===== config.mk =====
export PLATFORM = sky130hd
export DESIGN_NAME = sudoku_board_reader_flat
export DESIGN_NICKNAME = d
export VERILOG_FILES = /design/src/rtl/sudoku_pkg.sv /design/src/rtl/sudoku_board_reader_if.sv /design/src/rtl/sudoku_scan_addr.sv /design/src/rtl/sudoku_board_reader.sv /design/src/flat_wrapper.sv
export SDC_FILE = /design/constraint.sdc
export NUM_CORES = 1
export LEC_CHECK = 0
export ABC_AREA = 1
export BUFFER_PORTS_ARGS = -buffer_cell sky130_fd_sc_hd__buf_4
export CORE_MARGIN = 8
export CORE_UTILIZATION = 38
export CTS_BUF_LIST = sky130_fd_sc_hd__clkbuf_4
export DETAILED_ROUTE_END_ITERATION = 12
export PLACE_DENSITY_LB_ADDON = 0.12
export SYNTH_ARGS = -nofsm -noshare
export SYNTH_HDL_FRONTEND = slang
export SYNTH_HIERARCHICAL = 1
export SYNTH_SLANG_ARGS = --single-unit

===== constraint.sdc =====
create_clock -name clk -period 9.2 [get_ports clk]
set_clock_uncertainty 0.2 [all_clocks]
set_input_delay 1.84 -clock clk [delete_from_list [all_inputs] [get_ports clk]]
set_output_delay 1.84 -clock clk [all_outputs]
set_load 0.01 [all_outputs]

===== src/rtl/sudoku_pkg.sv =====
// Shared Sudoku board definitions: geometry, traversal order codes,
// reader FSM states and the cell legality helper.
package sudoku_pkg;

    localparam int N        = 9;
    localparam int BOX      = 3;
    localparam int CELL_W   = 4;
    localparam int CELL_MAX = 9;

    localparam logic [1:0] ORD_ROW = 2'd0;
    localparam logic [1:0] ORD_COL = 2'd1;
    localparam logic [1:0] ORD_BOX = 2'd2;

    typedef enum logic [1:0] {
        ST_IDLE = 2'd0,
        ST_READ = 2'd1,
        ST_CAPT = 2'd2,
        ST_SEND = 2'd3
    } rd_state_e;

    // A cell is illegal when it exceeds the largest Sudoku digit.
    function automatic logic cell_is_illegal(input logic [7:0] value);
        return (value > 8'(CELL_MAX));
    endfunction

endpackage


===== src/rtl/sudoku_board_reader_if.sv =====
// Valid/ready cell stream carrying board cells plus group/end markers.
interface sudoku_board_reader_if #(
    parameter int CELL_W = 4
) ();
    logic [CELL_W-1:0] tx_data;
    logic              tx_valid;
    logic              tx_ready;
    logic              tx_sog;
    logic              tx_last;

    modport master (
        output tx_data,
        output tx_valid,
        output tx_sog,
        output tx_last,
        input  tx_ready
    );

    modport slave (
        input  tx_data,
        input  tx_valid,
        input  tx_sog,
        input  tx_last,
        output tx_ready
    );
endinterface


===== src/rtl/sudoku_scan_addr.sv =====
// Group/position scan counter with order-dependent row/column mapping.
// Shared between the board reader and the row/column/box checker.
module sudoku_scan_addr (
    input  logic       clk,
    input  logic       rst_n,
    input  logic       clr_i,
    input  logic       adv_i,
    input  logic [1:0] order_i,
    output logic       first_o,
    output logic       last_o,
    output logic [3:0] row_o,
    output logic [3:0] col_o
);
    import sudoku_pkg::*;

    localparam logic [3:0] LAST_POS = 4'(N - 1);
    localparam logic [3:0] BOX_W    = 4'(BOX);

    logic [3:0] g_q, g_d;
    logic [3:0] p_q, p_d;
    logic [3:0] g_div_s, g_mod_s, p_div_s, p_mod_s;

    // Next-state of the counters: clear, advance with 8->0 wrap, or hold.
    always_comb begin
        g_d = g_q;
        p_d = p_q;
        if (clr_i) begin
            g_d = 4'd0;
            p_d = 4'd0;
        end else if (adv_i) begin
            if (p_q == LAST_POS) begin
                p_d = 4'd0;
                g_d = g_q + 4'd1;
            end else begin
                p_d = p_q + 4'd1;
            end
        end else begin
            g_d = g_q;
            p_d = p_q;
        end
    end

    // Counter registers with synchronous active-low reset.
    always_ff @(posedge clk) begin
        if (!rst_n) begin
            g_q <= 4'd0;
            p_q <= 4'd0;
        end else begin
            g_q <= g_d;
            p_q <= p_d;
        end
    end

    assign g_div_s = g_q / BOX_W;
    assign g_mod_s = g_q % BOX_W;
    assign p_div_s = p_q / BOX_W;
    assign p_mod_s = p_q % BOX_W;

    // Map (group, position) to a board address for the latched order.
    always_comb begin
        row_o = g_q;
        col_o = p_q;
        case (order_i)
            ORD_COL: begin
                row_o = p_q;
                col_o = g_q;
            end
            ORD_BOX: begin
                row_o = (BOX_W * g_div_s) + p_div_s;
                col_o = (BOX_W * g_mod_s) + p_mod_s;
            end
            default: begin
                row_o = g_q;
                col_o = p_q;
            end
        endcase
    end

    assign first_o = (p_q == 4'd0);
    assign last_o  = (g_q == LAST_POS) && (p_q == LAST_POS);

endmodule


===== src/rtl/sudoku_board_reader.sv =====
// Board dump engine: walks all 81 cells in row, column or box order,
// reads each through the board read port and streams it out with
// start-of-group and end-of-board markers.
module sudoku_board_reader #(
    parameter int CELL_W = sudoku_pkg::CELL_W
) (
    input  logic                  clk,
    input  logic                  rst_n,
    input  logic                  start,
    input  logic [1:0]            order,
    output logic                  rd_en,
    output logic [3:0]            rd_row,
    output logic [3:0]            rd_col,
    input  logic [CELL_W-1:0]     rd_data,
    sudoku_board_reader_if.master tx,
    output logic                  busy,
    output logic                  done,
    output logic                  bad_cell
);
    import sudoku_pkg::*;

    rd_state_e         state_q, state_d;
    logic [1:0]        order_q;
    logic [CELL_W-1:0] tx_data_q;
    logic              sog_q;
    logic              last_q;
    logic              done_q;
    logic              bad_q;

    logic              clr_s;
    logic              adv_s;
    logic              first_s;
    logic              last_s;
    logic [3:0]        row_s;
    logic [3:0]        col_s;

    sudoku_scan_addr u_scan (
        .clk     (clk),
        .rst_n   (rst_n),
        .clr_i   (clr_s),
        .adv_i   (adv_s),
        .order_i (order_q),
        .first_o (first_s),
        .last_o  (last_s),
        .row_o   (row_s),
        .col_o   (col_s)
    );

    // FSM next state plus scan counter clear/advance strobes.
    always_comb begin
        state_d = state_q;
        clr_s   = 1'b0;
        adv_s   = 1'b0;
        case (state_q)
            ST_IDLE: begin
                if (start) begin
                    state_d = ST_READ;
                    clr_s   = 1'b1;
                end else begin
                    state_d = ST_IDLE;
                end
            end
            ST_READ: state_d = ST_CAPT;
            ST_CAPT: state_d = ST_SEND;
            ST_SEND: begin
                if (tx.tx_ready) begin
                    if (last_q) begin
                        state_d = ST_IDLE;
                    end else begin
                        state_d = ST_READ;
                        adv_s   = 1'b1;
                    end
                end else begin
                    state_d = ST_SEND;
                end
            end
            default: state_d = ST_IDLE;
        endcase
    end

    // State, latched order, tx register slice and sticky status flags.
    always_ff @(posedge clk) begin
        if (!rst_n) begin
            state_q   <= ST_IDLE;
            order_q   <= ORD_ROW;
            tx_data_q <= '0;
            sog_q     <= 1'b0;
            last_q    <= 1'b0;
            done_q    <= 1'b0;
            bad_q     <= 1'b0;
        end else begin
            state_q <= state_d;
            case (state_q)
                ST_IDLE: begin
                    if (start) begin
                        order_q <= order;
                        done_q  <= 1'b0;
                        bad_q   <= 1'b0;
                    end
                end
                ST_CAPT: begin
                    tx_data_q <= rd_data;
                    sog_q     <= first_s;
                    last_q    <= last_s;
                    if (cell_is_illegal(8'(rd_data))) begin
                        bad_q <= 1'b1;
                    end
                end
                ST_SEND: begin
                    if (tx.tx_ready && last_q) begin
                        done_q <= 1'b1;
                    end
                end
                default: begin
                end
            endcase
        end
    end

    assign rd_en       = (state_q == ST_READ);
    assign rd_row      = rd_en ? row_s : 4'd0;
    assign rd_col      = rd_en ? col_s : 4'd0;
    assign tx.tx_valid = (state_q == ST_SEND);
    assign tx.tx_data  = tx_data_q;
    assign tx.tx_sog   = tx.tx_valid & sog_q;
    assign tx.tx_last  = tx.tx_valid & last_q;
    assign busy        = (state_q != ST_IDLE);
    assign done        = done_q;
    assign bad_cell    = bad_q;

endmodule


===== src/flat_wrapper.sv =====
// flat-port wrapper written by rule: the top's interface ports become plain ports
module sudoku_board_reader_flat import sudoku_pkg::*;
#(
    parameter int CELL_W = sudoku_pkg::CELL_W
)
  (clk, rst_n, start, order, rd_en, rd_row, rd_col, rd_data, busy, done, bad_cell, tx_tx_data, tx_tx_valid, tx_tx_sog, tx_tx_last, tx_tx_ready);
  sudoku_board_reader_if #(.CELL_W(CELL_W)) tx_i ();
  input  logic clk;
  input  logic rst_n;
  input  logic start;
  input  logic [1:0] order;
  output logic rd_en;
  output logic [3:0] rd_row;
  output logic [3:0] rd_col;
  input  logic [CELL_W-1:0] rd_data;
  output logic busy;
  output logic done;
  output logic bad_cell;
  output wire logic [$bits(tx_i.tx_data)-1:0] tx_tx_data;
  output wire logic [$bits(tx_i.tx_valid)-1:0] tx_tx_valid;
  output wire logic [$bits(tx_i.tx_sog)-1:0] tx_tx_sog;
  output wire logic [$bits(tx_i.tx_last)-1:0] tx_tx_last;
  input wire logic [$bits(tx_i.tx_ready)-1:0] tx_tx_ready;
  assign tx_tx_data = tx_i.tx_data;
  assign tx_tx_valid = tx_i.tx_valid;
  assign tx_tx_sog = tx_i.tx_sog;
  assign tx_tx_last = tx_i.tx_last;
  assign tx_i.tx_ready = tx_tx_ready;
  sudoku_board_reader #(.CELL_W(CELL_W)) u_core (.clk(clk), .rst_n(rst_n), .start(start), .order(order), .rd_en(rd_en), .rd_row(rd_row), .rd_col(rd_col), .rd_data(rd_data), .tx(tx_i), .busy(busy), .done(done), .bad_cell(bad_cell));
endmodule

Word level (Yosys, flattened, before mapping)
Cells that the tools add are included.
Word-level totals
  word-level logic and storage cells: 64
  output and inout bits: 19
  register bits: 20
Operators by class
  mux-type cells: 19
  divide/modulo/power cells: 4
  equal/unequal tests: 10
  $add $sub $neg: 4
  reductions and logical operators: 12
  magnitude comparators: 1
  multipliers: 2
  bitwise operators: 3
Operator list (number)
  case mux 4 bit (2 select lines): 2
  two-way mux 4 bit: 3
  two-way mux 1 bit: 10
  adder 4 x 1 -> 4 bit, second input constant: 2
  adder 4 bit: 2
  divider 4 x 2 -> 4 bit, second input constant: 2
  equality test 4 bit, second input constant: 2
  modulo 4 x 2 -> 4 bit, second input constant: 2
  multiplier 2 x 4 -> 4 bit, first input constant: 2
  case mux 2 bit (4 select lines): 1
  equality test 2 bit, second input constant: 3
  AND reduction 3 bit: 2
  nonzero test 2 bit: 3
  equality test 2 x 1 -> 1 bit, second input constant: 2
  > comparator 4 bit, second input constant: 1
  logical NOT 4 bit: 1
  != test 2 bit, second input constant: 2
  case mux 1 bit (2 select lines): 2
  AND reduction 2 bit: 2
  AND 1 bit: 2
  logical AND 1 bit: 2
  logical NOT 2 bit: 1
  two-way mux 2 bit: 1
  != test 2 x 1 -> 1 bit, second input constant: 1
  2 further kinds: 2

Depth between registers and ports, before layout
  word-level depth: 5
  mapped depth: 29

Cells and area by module
The synthesis kept the hierarchy.
By module, submodules not included
  sudoku_scan_addr: cells each 207, seq. area each 160.2 um2, instances 1, area each 1357.6 um2
  sudoku_board_reader: cells each 85, seq. area each 240.2 um2, instances 1, area each 536.8 um2

Worst setup path after synthesis
Ideal clock, no wire load.
  path type: register to output
  start point: reg u_core.u_scan.g_q[3]
  end point: out rd_col[3]
  data arrival time: 3.952 ns
  stages on the path, launching flop included: 27
  setup slack: 3.208 ns
  data required time: 7.160 ns
  path through: dfxtp_1 inv_2 nand2_1 inv_1 ha_1 inv_1 ha_1 nand3_1 and2_1 ha_1 inv_1 nand2_2 nor2_1 o21ai_0 fa_1 ha_1 inv_1 fa_1 xor2_1 nand3_1 nand2_1 inv_1 nand3_1 nand3_2 a21oi_2 inv_1 nor2_1
On the way
  cells in the longest elaborated chain, start to end: 5
RTL lines
  start, declared: line sudoku_scan_addr.sv:19  | logic [3:0] g_q, g_d;
  start signal, assigned: line sudoku_scan_addr.sv:49  | g_q <= g_d;
  modulo 4 x 2 -> 4 bit: line sudoku_scan_addr.sv:55  | assign g_mod_s = g_q % BOX_W;
  multiplier 2 x 4 -> 4 bit: line sudoku_scan_addr.sv:70  | col_o = (BOX_W * g_mod_s) + p_mod_s;
  adder 4 bit: line sudoku_scan_addr.sv:70
  case mux 4 bit (2 select lines) (*): line sudoku_scan_addr.sv:63  | case (order_i)
  net u_core.col_s[3]: line sudoku_board_reader.sv:35  | logic [3:0] col_s;
  two-way mux 4 bit (*): line sudoku_board_reader.sv:122  | assign rd_col = rd_en ? col_s : 4'd0;
  end, declared: line flat_wrapper.sv:14  | output logic [3:0] rd_col;
Mark *: on every way through the listed nets, which the timed path passes. The rest lies on a longest branch.

Final worst setup path
Ends and elaborated chain as after synthesis.

==> run summary <==
I/O pin total - 29
Placed Area - 2180 um2
Power Density - 88.7 nW/um2
Number of inserted diodes - 0
Clock Sink Count - 20
Most frequent cells in the layout - inv_1 (60), nand2_1 (53), nor2_1 (40)
Seq cells post-synth - 20
Syn nets - 326
Commonest non-fill, non-tap cell in the layout - inv_1
Main synth FF type - dfxtp_1
Post-synth EDFFs - 0
Startpoint Class - flop
Critical-path maximum fanout - 5
Die Y - 86.6 um
Post-Syn Area per Cell - 6.49 um2
CP Data Arrival Time - 4.70 ns
Num CTS Buffers - 3
Number of global-route vias before repair - 1788
Fin crit share - 73.2%
Leakage - 1.07 nW
Final Hold Fails - 0
CTS root buf - clkbuf_4
Rows - 25
Ranking of synthesized cells by area - dfxtp_1 (21%), ha_1 (12%), inv_1 (12%)
Synthesized instance count - 292
Fin. max-slew vios - 0
Number of detailed-route iterations in the first pass - 4
Total Die Area - 7500 um2
Hold_sp - u_core/sog_q
FMAX - 0.148 GHz
Synth Warn # - 6
Layout area overhead - 16.2%
Share of flip-flops with an asynchronous set or reset - 0%
Final Cell Area - 2200 um2
MaxCap Viol Count - 0
Vias after detailed routing - 1805
Synth unique cells - 30
Peak supply drop - 0.0000730 V
Die width - 86.6 um
Layout fillers - 537
H-tree levels - 1
Clock transition at path regs - 0.11 ns
Crit path capture type - output port
Sink of the worst hold path - u_core/sog_q
Reg2Reg Depth - 7
DPL Wire Length - 3850 um
Register area share after synthesis - 21.1%
Min-delay worst type - reg2reg
GRT overflow - 0
DR vias/cell - 4.65
Final setup viols - 0
Layout cell share with drive strength beyond 1 - 15.9%
WP data required - 7.16 ns
Buffers on Ports - 28
Tightest Pin Transition - 0.659 ns
Worst reg2reg path startpoint - u_core/state_q[0]
Initial Utilization - 39.8%
ANT nets after route - 0
WL per Instance - 12.0 um
Crit path kind - reg2out
CTS tree - built
RSZ-0062 raised after global routing - false
Hold depth - 2
Area leader, netlist - dfxtp_1
Syn Std Cell Area - 1890 um2
Fin Setup TNS - 0 ns
DRT iter0 DRCs - 83
Post-CTS Setup Bufs - 0
Routability congestion estimate - 0.789
Worst-skew pair later-pin latency - 0.29 ns
Core box area - 4750 um2
GRT Util Overall - 13.1%
Post-CTS Resized - 0
Reg2Reg Setup Slack - 7.06 ns
Pin count of the biggest net entering global routing - 13
Initial antenna violation count - 0
CTS hold repair buffers - 0
Slew margin rel. - 55.7%
Routed WL - 4650 um
Worst r2r dst - u_core/u_scan/g_q[3]
Layout Nets - 357
Status - complete, no violations
Residual DRC - 0
Post-synth top area share - 21.1%
First-pass GRT wire length - 8150 um
Tmin final - 6.74 ns
Clock buffer depth - 2
==> metal layers <==
metal  up-vias  GRT usage [%]  routed length, um
met2        17           21.3               2060
met5         -              0                  0
met4         0          0.939                  0
li1        966              -                  -
met1       822           17.7               2430
met3         0           3.12                163
==> cells in the mapped netlist, drive strengths merged, types with 2 or more instances <==
master and n:
fa 6, dfxtp 20, o21ai 17, xor2 5, nor3 5, and2 2
nor2 41, ha 18, o22ai 2, nand3 20, a21oi 19, a22oi 5
nand2 60, inv 64
==> final cells by class <==
cell class                      instances  area [um2]  share of cell area, %
Multi-Input combinational cell        206        1240                   56.5
Sequential cell                        20         400                   18.2
Inverter                               64         240                   10.9
Timing Repair Buffer                   28         210                   9.55
Tap cell                               67        83.8                   3.81
Clock buffer                            3        22.5                   1.02
==> power breakdown <==
group          leakage (nW)  switching, W  internal (W)
Clock                0.0138     0.0000250     0.0000152
Sequential            0.163    0.00000436     0.0000920
Combinational         0.898     0.0000355     0.0000231
Total                  1.07     0.0000649      0.000130
==> critical path, cell delays in order, from the launching register on <==
cell	delay (ns)
dfxtp_1	0.42
inv_2	0.09
nand2_1	0.09
inv_1	0.05
ha_1	0.17
inv_1	0.05
ha_1	0.23
nand3_1	0.13
and2_1	0.18
ha_1	0.22
inv_1	0.08
nand2_2	0.07
nor2_1	0.33
o21ai_0	0.23
fa_1	0.57
ha_1	0.14
inv_1	0.05
fa_1	0.37
xor2_1	0.18
nand3_1	0.10
nand2_1	0.09
inv_1	0.04
nand3_1	0.08
nand3_2	0.08
a21oi_2	0.12
inv_1	0.04
nor2_1	0.09
buf_4	0.14
==> sequential cells by signal, summed over array words and instances, names as in the netlist <==
register,flops
u_core/bad_cell,1
u_core/state_q,2
u_core/sog_q,1
u_core/tx.tx_data,4
u_core/u_scan/g_q,4
u_core/last_q,1
u_core/done,1
u_core/order_q,2
u_core/u_scan/p_q,4
==> how the worst max path moves through the flow <==
stage / from / to / depth (start not counted)
floorplan: u_core/u_scan/g_q[3] / rd_col[3] / 26
global placement: u_core/u_scan/g_q[3] / rd_col[3] / 27
detailed placement: u_core/u_scan/g_q[3] / rd_col[3] / 27
CTS: u_core/u_scan/g_q[3] / rd_col[3] / 27
global route: u_core/u_scan/g_q[3] / rd_col[3] / 27
finish: u_core/u_scan/g_q[3] / rd_col[3] / 27
==> kinds of logic (layout without fill, tap and decap cells) <==
kind of cell	Yosys count	in the layout	synth area share, %
buffers and inverters	66	95	13.1
multiplexers	1	1	0.594
flip-flops	20	20	21.1
XOR/XNOR	6	6	2.77
AO/OA/AOI/OAI	45	45	13.7
AND/OR/NAND/NOR	130	130	30.4
adder cells (fa/ha/maj)	24	24	18.2
==> metrics by stage <==
step,utilization (%),total power [W],instances,setup WS [ns],hold WS [ns]
6_report,46.3,0.000195,388,2.46,0.271
5_1_grt,46.3,0.000211,388,1.99,0.302
4_1_cts,46.3,0.000198,388,2.37,0.273
3_5_place_dp,45.8,0.000157,385,2.76,0.258
3_3_place_gp,45.8,0.000158,385,2.73,0.250
2_1_floorplan,-,0.000134,292,3.21,0.229
No activity file was read; power rests on OpenSTA's default activity.
